File: src/rtl/input_ram_reader.sv
// rtl/input_ram_reader.sv - drains one input packet RAM in address order onto a valid/ready stream
module input_ram_reader #(
    parameter int DATA_W = 32,
    parameter int ADDR_W = 12,
    parameter int SKID_D = 2
) (
    input  logic              clk,
    input  logic              reset,
    input  logic              enable,
    input  logic              clear,
    input  logic [ADDR_W-1:0] wr_add,
    output logic [ADDR_W-1:0] ram_rd_add,
    output logic              ram_rden,
    input  logic [DATA_W-1:0] ram_q,
    output logic [DATA_W-1:0] out_data,
    output logic              out_valid,
    input  logic              out_ready,
    output logic [ADDR_W-1:0] rd_ptr,
    output logic              empty
);

    localparam int IW = (SKID_D > 1) ? $clog2(SKID_D) : 1;
    localparam int CW = $clog2(SKID_D + 1);
    localparam logic [IW-1:0] LAST_IDX = IW'(SKID_D - 1);
    localparam logic [CW:0]   DEPTH    = (CW+1)'(SKID_D);

    typedef enum logic [1:0] {
        IDLE  = 2'd0,
        RUN   = 2'd1,
        FLUSH = 2'd2
    } state_t;

    state_t            state;
    logic              in_flight;
    logic [DATA_W-1:0] skid_mem [SKID_D];
    logic [IW-1:0]     head;
    logic [IW-1:0]     tail;
    logic [CW-1:0]     count;
    logic              pop;
    logic              push;
    logic              issue;
    logic [CW:0]       occ_after_pop;

    function automatic logic [IW-1:0] idx_inc(input logic [IW-1:0] i);
        return (i == LAST_IDX) ? '0 : i + 1'b1;
    endfunction

    // Stream is presented straight from the buffer head so it stays stable under backpressure
    assign out_valid = (count != '0);
    assign out_data  = skid_mem[head];
    assign pop       = out_valid && out_ready;
    assign push      = in_flight;

    // Occupancy after this cycle's pop; a read is only issued if its word is guaranteed a slot
    assign occ_after_pop = {1'b0, count} + (CW+1)'(in_flight) - (CW+1)'(pop);

    // Reads are gated by enable directly so the first word reaches the stream two cycles after enable
    assign issue      = enable && (state != FLUSH) && !clear && (rd_ptr != wr_add)
                        && (occ_after_pop < DEPTH);
    assign ram_rden   = issue;
    assign ram_rd_add = rd_ptr;
    assign empty      = (rd_ptr == wr_add) && !in_flight && (count == '0);

    // Control FSM: clear forces a single FLUSH cycle, enable toggles IDLE/RUN
    always_ff @(posedge clk) begin
        if (reset) begin
            state <= IDLE;
        end else if (clear) begin
            state <= FLUSH;
        end else begin
            case (state)
                IDLE:    if (enable) state <= RUN;
                RUN:     if (!enable) state <= IDLE;
                FLUSH:   state <= IDLE;
                default: state <= IDLE;
            endcase
        end
    end

    // Read pointer and in-flight marker; clearing drops the outstanding RAM word
    always_ff @(posedge clk) begin
        if (reset || clear) begin
            rd_ptr    <= '0;
            in_flight <= 1'b0;
        end else begin
            in_flight <= issue;
            if (issue) rd_ptr <= rd_ptr + 1'b1;
        end
    end

    // Skid buffer: captures RAM data the cycle after a read, releases on handshake
    always_ff @(posedge clk) begin
        if (reset) begin
            head  <= '0;
            tail  <= '0;
            count <= '0;
            for (int i = 0; i < SKID_D; i++) skid_mem[i] <= '0;
        end else if (clear) begin
            head  <= '0;
            tail  <= '0;
            count <= '0;
        end else begin
            if (push) begin
                skid_mem[tail] <= ram_q;
                tail           <= idx_inc(tail);
            end
            if (pop) head <= idx_inc(head);
            count <= count + CW'(push) - CW'(pop);
        end
    end

endmodule

File: config.mk
export PLATFORM = sky130hd
export DESIGN_NAME = input_ram_reader
export DESIGN_NICKNAME = d
export VERILOG_FILES = /design/src/rtl/input_ram_reader.sv
export SDC_FILE = /design/constraint.sdc
export NUM_CORES = 1
export LEC_CHECK = 0
export BUFFER_PORTS_ARGS = -buffer_cell sky130_fd_sc_hd__clkbuf_2
export CAP_MARGIN = 10
export CORE_MARGIN = 4
export CORE_UTILIZATION = 35
export DETAILED_ROUTE_END_ITERATION = 10
export PLACE_DENSITY = 0.65
export SYNTH_ARGS = -nofsm -noshare
export SYNTH_HDL_FRONTEND = slang
export SYNTH_SLANG_ARGS = --single-unit
File: constraint.sdc
create_clock -name clk -period 3 [get_ports clk]
set_clock_uncertainty 0.15 [all_clocks]
set_input_delay 0.15 -clock clk [delete_from_list [all_inputs] [get_ports clk]]
set_output_delay 0.15 -clock clk [all_outputs]
set_load 0.01 [all_outputs]
==> impl_metrics.yaml <==
run_status:
  status: "complete, no violations"
cells_and_area:
  syn_to_final_growth_pct: 33.2
  finalNonFillerCells: 591
  num_antenna_cells: 0
  nNetsFinal: 500
  drive_gt1_share_pct: 41.2
  final_area_um2: 5210
  final_core_util_pct: 47.9
synth:
  ys_async_sr_fraction_pct: 0
  synth.distinct_cells: 39
  yosys_warnings: 0
  synth_edf_count: 64
  netlist_instances: 310
  netlist_area_um2: 3910
  syn_avg_cell_area_um2: 12.6
  yosysTopAreaCell: "edfxtp_1"
  ys_seq_elements: 84
  synthTopCellsByArea: "edfxtp_1 49%, and2_1 11%, dfxtp_1 10%"
  synth_ff_type: "edfxtp_1"
  synth_top_area_share_pct: 49.1
  seq_area_frac_synth_pct: 59.3
  synth_nets: 363
critical_path:
  cp_top_family: "simple AND/OR/NAND/NOR gates"
  crit_cells: 12
  startpoint_type: "flop"
  critPathLaunch: "count[1]"
  ff2ff_setup_slack_ns: 0.08
  crit_buf_inv: 3
  worst-r2r-cell-count: 12
  cp-end-kind: "flop"
  critPathArrivalTime_ns: 3.04
  critPathKind: "flop to flop"
  r2r_end: "ram_rd_add[4]"
  slowest_delay_ns: 0.48
  cp-endpoint: "ram_rd_add[4]"
  slowest_stage: "fa_2"
  cp_max_fo: 5
  regToRegStartpoint: "count[1]"
  path_cells: "inv_2 -> nand2_2 -> and2_4 -> ha_4 -> inv_1 -> ha_2 -> fa_2 -> nor2_2 -> nand4_1 -> buf_6 -> or4_1 -> a21oi_2"
  required_ns: 3.13
timing:
  finalSetupViolCount: 0
  period_minus_slack_ns: 2.92
  worstMarginPinSlew_ns: 0.794
  fmax_ghz: 0.343
  slew_viol_final: 0
  relSlewSlack_pct: 47.1
  setup_tns_ns: 0
  min_period_over_period_pct: 97.2
  rsz0062_at_grt: "true"
  hold_violations: 0
placement:
  dp_hpwl_um: 5630
  port_buffers: 107
  placedCellCount: 535
  globalplace.congestion: 0.786
  placed_cell_area_um2: 4540
pwr:
  power_density_nw_per_um2: 446
  power_mw: 2.33
  p_leak_nw: 2.19
  ir_worst_vdd_mv: 0.237
drt:
  wl_per_cell_um: 14.8
  drtIter0Drc: 124
  ant_nets: 0
  route.detailed.drc: 0
  wl_um: 8750
  vias_per_cell: 4.77
  dr.pass1.iters: 4
  vias: 2818
die:
  die_w_um: 114
  boundaryPins: 108
  dieArea_um2: 12900
  start_util_pct: 35.9
  core-area_um2: 10900
  rows: 38
  fp.dieH_um: 114
clock_tree:
  cts_buffers: 9
  cts_sinks: 84
  clockRootBuffer: "clkbuf_8"
  cts.reportedPaths.clkPinSlew_ns: 0.08
  cts_tree: "yes"
  htreeDepth: 3
  cts_max_path_buffers: 2
  insertion_delay_ns: 0.34
global_route:
  grt_pass1_wl_um: 13800
  grt_overflow_total: 0
  track_usage_pct: 13.7
  grt_max_degree: 33
  grt_pass1_vias: 2876
  antenna_found_initial: 0
job:
  cap_violations: 0
worst_hold_path:
  min_path_type: "input port to flop"
## where the power goes
part | switching [mW] | internal, mW | total [mW]
registers | 0.0109 | 1.28 | 1.29
logic | 0.0885 | 0.103 | 0.192
clock network | 0.386 | 0.457 | 0.843
## flip-flops by register name (all words and copies together) (netlist names), named ones only
register and cells:
skid_mem 64, ram_rd_add 12, count 2, state 2, head 1, in_flight 1, tail 1
## kinds of logic (layout without fill, tap and decap cells)
logic type                 count (synthesis)  count (layout)  share of synthesized area (%)
and+or+nand+nor                          122             122                           18.6
DFF                                       84              84                           59.3
muxes                                     33              33                           9.46
buffers and inverters                     32             173                           4.44
AOI/OAI and AO/OA                         20              20                           3.29
xor gates and xnor gates                  15              15                           3.36
adders and majority gates                  4               4                           1.47
## cell usage in the layout, fill, tap and decap left out, drive strengths merged, types with 6 or more instances in the layout
master,instances
dfxtp,20
edfxtp,64
a21oi,8
mux2,32
clkbuf,115
nand4,6
nor2,9
nand2,8
xor2,13
dlygate4sd3,36
buf,11
and2,68
## synth_stat cells (all sizes together) (3+ instances only)
cell type / instances
buf: 17
dfxtp: 20
nor4: 4
nand4: 6
o31ai: 4
mux2: 32
or2: 3
edfxtp: 64
or4: 5
nor2: 9
nand2: 8
xor2: 13
a21oi: 8
ha: 3
clkbuf: 10
inv: 5
nand3: 5
and3: 3
and2: 68
## stage by stage
| stage | setup WS (ns) | hold slack, ns |
|---|---|---|
| after floorplan | 0.148 | 0.0716 |
| after global placement | 0.146 | 0.254 |
| after detailed placement | 0.0434 | 0.263 |
| after CTS | 0.0140 | 0.0541 |
| after global routing | -0.0477 | 0.0801 |
| final | 0.0846 | 0.0667 |
## metal layers
metal / global-route usage, % / wire length (um)
met1: 17.0 / 3760
met2: 23.4 / 4380
met3: 2.65 / 483
met4: 5.45 / 126
met5: 0 / 0
## worst reg2reg max path: cells and delay by family, from the launching register on
kind	cells	cell delay (ns)
flops	1	0.33
compound gates	1	0.14
buf+inv	3	0.30
simple gates	5	1.03
fa+ha+maj	3	0.90
## timing repair
| action | in CTS | in global routing |
|---|---|---|
| hold endpoints to repair | 67 | 0 |
| cloned | 0 | 1 |
| setup buffers | 2 | 2 |
| pin swaps | 1 | 7 |
| resized for setup | 1 | 22 |
| setup endpoints to repair | 1 | 11 |
| hold buffers | 36 | 0 |
## worst min-delay path by stage
stage	from	end	slack, ns	depth (start not counted)
2_1_floorplan	reset	state[1]	0.07	1
3_3_place_gp	reset	state[1]	0.25	2
3_5_place_dp	reset	state[1]	0.26	2
4_1_cts	out_ready	flop	0.05	4
5_1_grt	out_ready	flop	0.08	4
6_report	out_ready	head	0.07	4
## area by class of cell
cell class                      instances  area [um^2]
Fill cell                             972         5680
Sequential cell                        84         2320
Multi-Input combinational cell        194         1480
Timing Repair Buffer                  153         1010
Tap cell                              140          175
Clock buffer                            9          124
Clock inverter                          6         80.1
Inverter                                5         18.8
No activity file was read; power rests on OpenSTA's default activity.
